File: src/rtl/mips_pkg.sv
// -----------------------------------------------------------------------------
// mips_pkg
// Shared constants and types for the non-pipelined MIPS datapath. The register
// file, the instruction decoder and the ALU control all import this package so
// that register-address and data-word widths are defined in exactly one place.
//
// Contents:
//   DATA_W     - width of a datapath word / register
//   ADDR_W     - width of a register specifier (rs/rt/rd)
//   NUM_REGS   - number of architectural registers (2**ADDR_W)
//   REG_ZERO   - specifier of the hardwired-zero register $0
//   reg_addr_t - register specifier type
//   word_t     - datapath word, bit 0 is the MSB to match ALU operand ordering
// -----------------------------------------------------------------------------
package mips_pkg;

   localparam int DATA_W   = 32;
   localparam int ADDR_W   = 5;
   localparam int NUM_REGS = 32;

   localparam logic [ADDR_W-1:0] REG_ZERO = 5'd0;

   typedef logic [ADDR_W-1:0] reg_addr_t;
   typedef logic [0:DATA_W-1] word_t;

endpackage : mips_pkg

File: src/rtl/reg_read_port.sv
// -----------------------------------------------------------------------------
// reg_read_port
// One synchronous read port of the register file. Selects the addressed entry
// from the array, forces $0 to zero, forwards the write data when the same
// cycle writes the register being read, and registers the result so the ALU
// sees a stable operand.
//
// Ports:
//   clk    in   clock, all updates on posedge
//   rst_n  in   asynchronous active-low reset, clears the output register
//   rd_en  in   read request; when low the output register holds
//   ra     in   read address
//   we     in   write enable of the shared write port (for the bypass)
//   wa     in   write address of the shared write port
//   wd     in   write data of the shared write port
//   regs   in   current contents of the register array
//   rd     out  registered read data
// -----------------------------------------------------------------------------
module reg_read_port
   import mips_pkg::*;
#(
   parameter int DATA_W   = mips_pkg::DATA_W,
   parameter int ADDR_W   = mips_pkg::ADDR_W,
   parameter int NUM_REGS = mips_pkg::NUM_REGS
) (
   input  logic              clk,
   input  logic              rst_n,
   input  logic              rd_en,
   input  logic [ADDR_W-1:0] ra,
   input  logic              we,
   input  logic [ADDR_W-1:0] wa,
   input  logic [0:DATA_W-1] wd,
   input  logic [0:DATA_W-1] regs [NUM_REGS],
   output logic [0:DATA_W-1] rd
);

   logic [0:DATA_W-1] rd_next;

   // Priority: $0 always reads zero, then the in-flight write (write-first),
   // then the stored value. The zero check must win over the bypass even
   // though a write to $0 is dropped, since wd is arbitrary in that case.
   // NOTE: every combinational output gets a default first so no path through
   // the block leaves it unassigned, which would infer a latch.
   always_comb begin
      rd_next = regs[ra];
      if (ra == ADDR_W'(REG_ZERO)) begin
         rd_next = '0;
      end else if (we && (wa == ra)) begin
         rd_next = wd;
      end
   end

   // NOTE: clocked state uses non-blocking assignments so every flop samples
   // the pre-edge values regardless of block evaluation order.
   always_ff @(posedge clk or negedge rst_n) begin
      if (!rst_n) begin
         rd <= '0;
      end else if (rd_en) begin
         rd <= rd_next;
      end
   end

endmodule : reg_read_port

File: src/rtl/reg_file.sv
// -----------------------------------------------------------------------------
// reg_file
// 32 x 32-bit general-purpose register file for the non-pipelined MIPS
// datapath. Two registered read ports feed ALU in1/in2; one write port takes
// the ALU result or memory data. $0 is hardwired to zero and a write to the
// register being read in the same cycle is forwarded to the read data.
//
// Ports:
//   clk       in   clock, all updates on posedge
//   rst_n     in   asynchronous active-low reset, clears array and outputs
//   rd_en     in   read request; ra1/ra2 are sampled on this edge
//   ra1       in   read address, port 1 (rs)
//   ra2       in   read address, port 2 (rt)
//   we        in   write enable
//   wa        in   write address (rd/rt)
//   wd        in   write data
//   rd1       out  registered read data, port 1 (ALU in1)
//   rd2       out  registered read data, port 2 (ALU in2)
//   rd_valid  out  one-cycle pulse, one cycle after an accepted rd_en
// -----------------------------------------------------------------------------
module reg_file
   import mips_pkg::*;
#(
   parameter int DATA_W   = mips_pkg::DATA_W,
   parameter int ADDR_W   = mips_pkg::ADDR_W,
   parameter int NUM_REGS = mips_pkg::NUM_REGS
) (
   input  logic              clk,
   input  logic              rst_n,
   input  logic              rd_en,
   input  logic [ADDR_W-1:0] ra1,
   input  logic [ADDR_W-1:0] ra2,
   input  logic              we,
   input  logic [ADDR_W-1:0] wa,
   input  logic [0:DATA_W-1] wd,
   output logic [0:DATA_W-1] rd1,
   output logic [0:DATA_W-1] rd2,
   output logic              rd_valid
);

   logic [0:DATA_W-1] regs [NUM_REGS];

   // Writes are qualified by we first, so an unknown wa while we is low can
   // never select an entry. Writes to $0 are dropped, keeping entry 0 at the
   // zero it was given at reset.
   // NOTE: the array is built from flops and cleared by the asynchronous
   // reset because the architecture requires every register to read zero
   // after reset; an SRAM macro could not provide that.
   always_ff @(posedge clk or negedge rst_n) begin
      if (!rst_n) begin
         for (int i = 0; i < NUM_REGS; i++) begin
            regs[i] <= '0;
         end
      end else if (we && (wa != ADDR_W'(REG_ZERO))) begin
         regs[wa] <= wd;
      end
   end

   // The only control state: a one-deep pipeline flag tracking the read.
   always_ff @(posedge clk or negedge rst_n) begin
      if (!rst_n) begin
         rd_valid <= 1'b0;
      end else begin
         rd_valid <= rd_en;
      end
   end

   reg_read_port #(
      .DATA_W   (DATA_W),
      .ADDR_W   (ADDR_W),
      .NUM_REGS (NUM_REGS)
   ) u_port1 (
      .clk   (clk),
      .rst_n (rst_n),
      .rd_en (rd_en),
      .ra    (ra1),
      .we    (we),
      .wa    (wa),
      .wd    (wd),
      .regs  (regs),
      .rd    (rd1)
   );

   reg_read_port #(
      .DATA_W   (DATA_W),
      .ADDR_W   (ADDR_W),
      .NUM_REGS (NUM_REGS)
   ) u_port2 (
      .clk   (clk),
      .rst_n (rst_n),
      .rd_en (rd_en),
      .ra    (ra2),
      .we    (we),
      .wa    (wa),
      .wd    (wd),
      .regs  (regs),
      .rd    (rd2)
   );

endmodule : reg_file

File: config.mk
export PLATFORM = sky130hd
export DESIGN_NAME = reg_file
export DESIGN_NICKNAME = d
export VERILOG_FILES = /design/src/rtl/mips_pkg.sv /design/src/rtl/reg_read_port.sv /design/src/rtl/reg_file.sv
export SDC_FILE = /design/constraint.sdc
export NUM_CORES = 2
export LEC_CHECK = 0
export CAP_MARGIN = 10
export CELL_PAD_IN_SITES_DETAIL_PLACEMENT = 0
export CELL_PAD_IN_SITES_GLOBAL_PLACEMENT = 1
export CORE_UTILIZATION = 35
export CTS_CLUSTER_SIZE = 14
export DETAILED_ROUTE_END_ITERATION = 12
export GPL_TIMING_DRIVEN = 1
export PLACE_DENSITY = 0.65
export SYNTH_ARGS = -nofsm -noshare
export SYNTH_HDL_FRONTEND = slang
export SYNTH_SLANG_ARGS = --single-unit
File: constraint.sdc
create_clock -name clk -period 2.45 [get_ports clk]
set_clock_uncertainty 0.05 [all_clocks]
set_input_delay 0.49 -clock clk [delete_from_list [all_inputs] [get_ports clk]]
set_output_delay 0.49 -clock clk [all_outputs]
set_load 0.005 [all_outputs]
==> summary.txt <==
outcome = completed
worst-skew pair later-pin latency = 0.75 ns
crit-path cells = clkdlybuf4s50_1
slew margin rel. = 60.7%
Final setup viols = 0
Detail Placement HPWL = 129 mm
final WL = 193 mm
die width = 404 µm
Crit-path slowest cell = clkdlybuf4s50_1
TritonCTS clock tree = done
Tightest Hold Check Type = input pin to asynchronous set/reset pin
Fmax = 409 MHz
fin worst setup slack = 0.00686 ns
port bufs = 115
cell area after layout = 0.0688 mm²
P_leak = 29.9 nW
first-pass GRT wire length = 283 mm
initial antenna violation count = 11
syn_area_per_cell = 14.6 µm²
max cap viols = 0
ys async rst share = 100%
WP data arrival = 1.90 ns
pin count of the biggest net entering global routing = 77
Routed WL per cell = 30.2 µm
Synth area leader = dfrtp_1
Seq. cell area = 0.0273 mm²
Yosys reg bits = 1089
Die Area = 0.163 mm²
max-slew violations = 0
minimum clock period = 2.44 ns
Post-Place Worst Slack = -0.345 ns
placed insts = 6175
Setup CP Type = register to output pin
Final Hold Viols = 0
share of cells above drive strength 1 = 47.0%
peak supply drop = 0.000603 V
final weighted congestion in routability-driven placement = 0.847
initial DRC count = 3259
vias in the first global route = 39.2k
Synth Cell Area = 0.0566 mm²
cell family with most CP delay = buffers and inverters
Via density = 5.94
grt total ovfl = 0
WP data required = 1.91 ns
H-tree depth = 3
Pwr Density = 782 mW/mm²
initial core utilization = 35.3%
Power, Total = 53.8 mW
Die Ht = 404 µm
top cells by area, synth = dfrtp_1, mux2_2, mux4_2, mux2i_1, mux2_1
share of the synthesized area in the top cell type = 48.1%
area delta synth->final = 21.5%
fin cells = 6400
core area = 0.161 mm²
CTS root buffer = clkbuf_16
Setup TNS Final = 0 ns
Max Root-Sink Buffers = 3
CTS Buf Count = 117
total track usage = 23.8%
Detail Route Antenna Nets = 0
Multi-input gate area = 0.0276 mm²
drt first pass iters = 8
DP Area = 0.0646 mm²
Post-synth EDFFs = 0
CTS Sinks = 1089
Worst setup EP type = output pin
most frequent cell after synthesis = dfrtp_1
CTS clk-pin slew, worst paths = 0.06 ns
fin crit share = 99.7%
Critical Path Fanout Max = 3
Synthesis Warnings = 0
Worst Setup Start Kind = register
# rows = 147
fin nets = 4186
DRC Markers = 0
Syn Nets = 3918
Critical path buffers and inverters = 1
Post-Syn Instances = 3867
top cells by count, synth = dfrtp_1, mux2_2, mux4_2
Main synth FF type = dfrtp_1
post-synth cell types = 40
max incr delay on CP = 0.59 ns
Slew @ Worst Pin = 0.589 ns
# IOs = 116
routed via count = 38.0k
Seq/Total Area, Yosys = 48.1%
unrepaired setup endpoints after global routing = false
fillcell total = 14.5k
-- report_power, final --
part	internal (mW)	switching, mW	leakage (nW)
logic	6.52	4.33	13.8
clock network	11.2	7.76	2.05
registers	21.4	2.61	14.0
total	39.1	14.7	29.9
-- per-layer routing --
metal	GRT usage, %	vias to the layer above	share of wire, %
met1	32.9	20600	43
met5	0	-	0.042
met4	7.14	12	2.7
li1	-	15700	-
met2	37.6	1373	47
met3	4.62	293	7.4
-- per-stage QoR --
| step | hold WS, ns | utilization (%) |
|---|---|---|
| after floorplan | 0.144 | - |
| after global placement | 0.326 | 40.2 |
| after detailed placement | 0.333 | 40.2 |
| after CTS | 0.276 | 42.8 |
| after global routing | 0.313 | 42.8 |
| final | 0.274 | 42.8 |
-- cell type report --
type	instances	share of cell area, %
repair buffers	596	10.3
clock inverters	47	0.821
inverters	4	0.0237
clock buffers	174	5.17
well taps	2160	3.93
flip-flops and latches	1089	39.6
multi-input cells	2327	40.1
diodes	3	0.0109
-- cells by family after synthesis --
kind of cell	Yosys count	synth area share, %
XOR/XNOR	9	0.139
AO/OA/AOI/OAI	549	7.42
buffers and inverters	451	3.55
multiplexers	1632	39.5
flip-flops	1089	48.1
AND/OR/NAND/NOR	137	1.23
-- layout by cell type (no fill, tap or decap), types with 65 or more instances in the layout --
cell	count
mux2_1	128
mux2i_1	256
clkdlybuf4s50_1	106
a22oi_1	160
mux4_2	384
dfrtp_1	1087
mux2_2	864
buf_4	297
a21oi_1	65
a221oi_1	160
clkbuf_16	120
buf_12	183
-- registers in the layout (all words and copies together) (netlist names) --
| register | cells |
|---|---|
| u_port1.rd | 32 |
| regs | 1024 |
| rd_valid | 1 |
| u_port2.rd | 32 |
-- path summary, 6_finish.rpt --
path,start,to,slack (ns),cells after the start
max,u_port1.rd[18],rd1[18],0.007,1
min,rst_n,regs[763],0.27,2
max reg2reg,regs[252],u_port1.rd[3],0.48,5
min reg2reg,regs[1013],regs[1013],0.34,0
max in group asynchronous,rst_n,regs[558],1.14,4
min in group clk,regs[1013],regs[1013],0.34,0
-- timing repair --
item / CTS / global route
resized for setup: 0 / 2
hold endpoints to repair: 55 / 0
setup buffers: 0 / 0
hold buffers: 1 / 0
setup endpoints to repair: 0 / 2
Power figures use the tool's default switching activity.
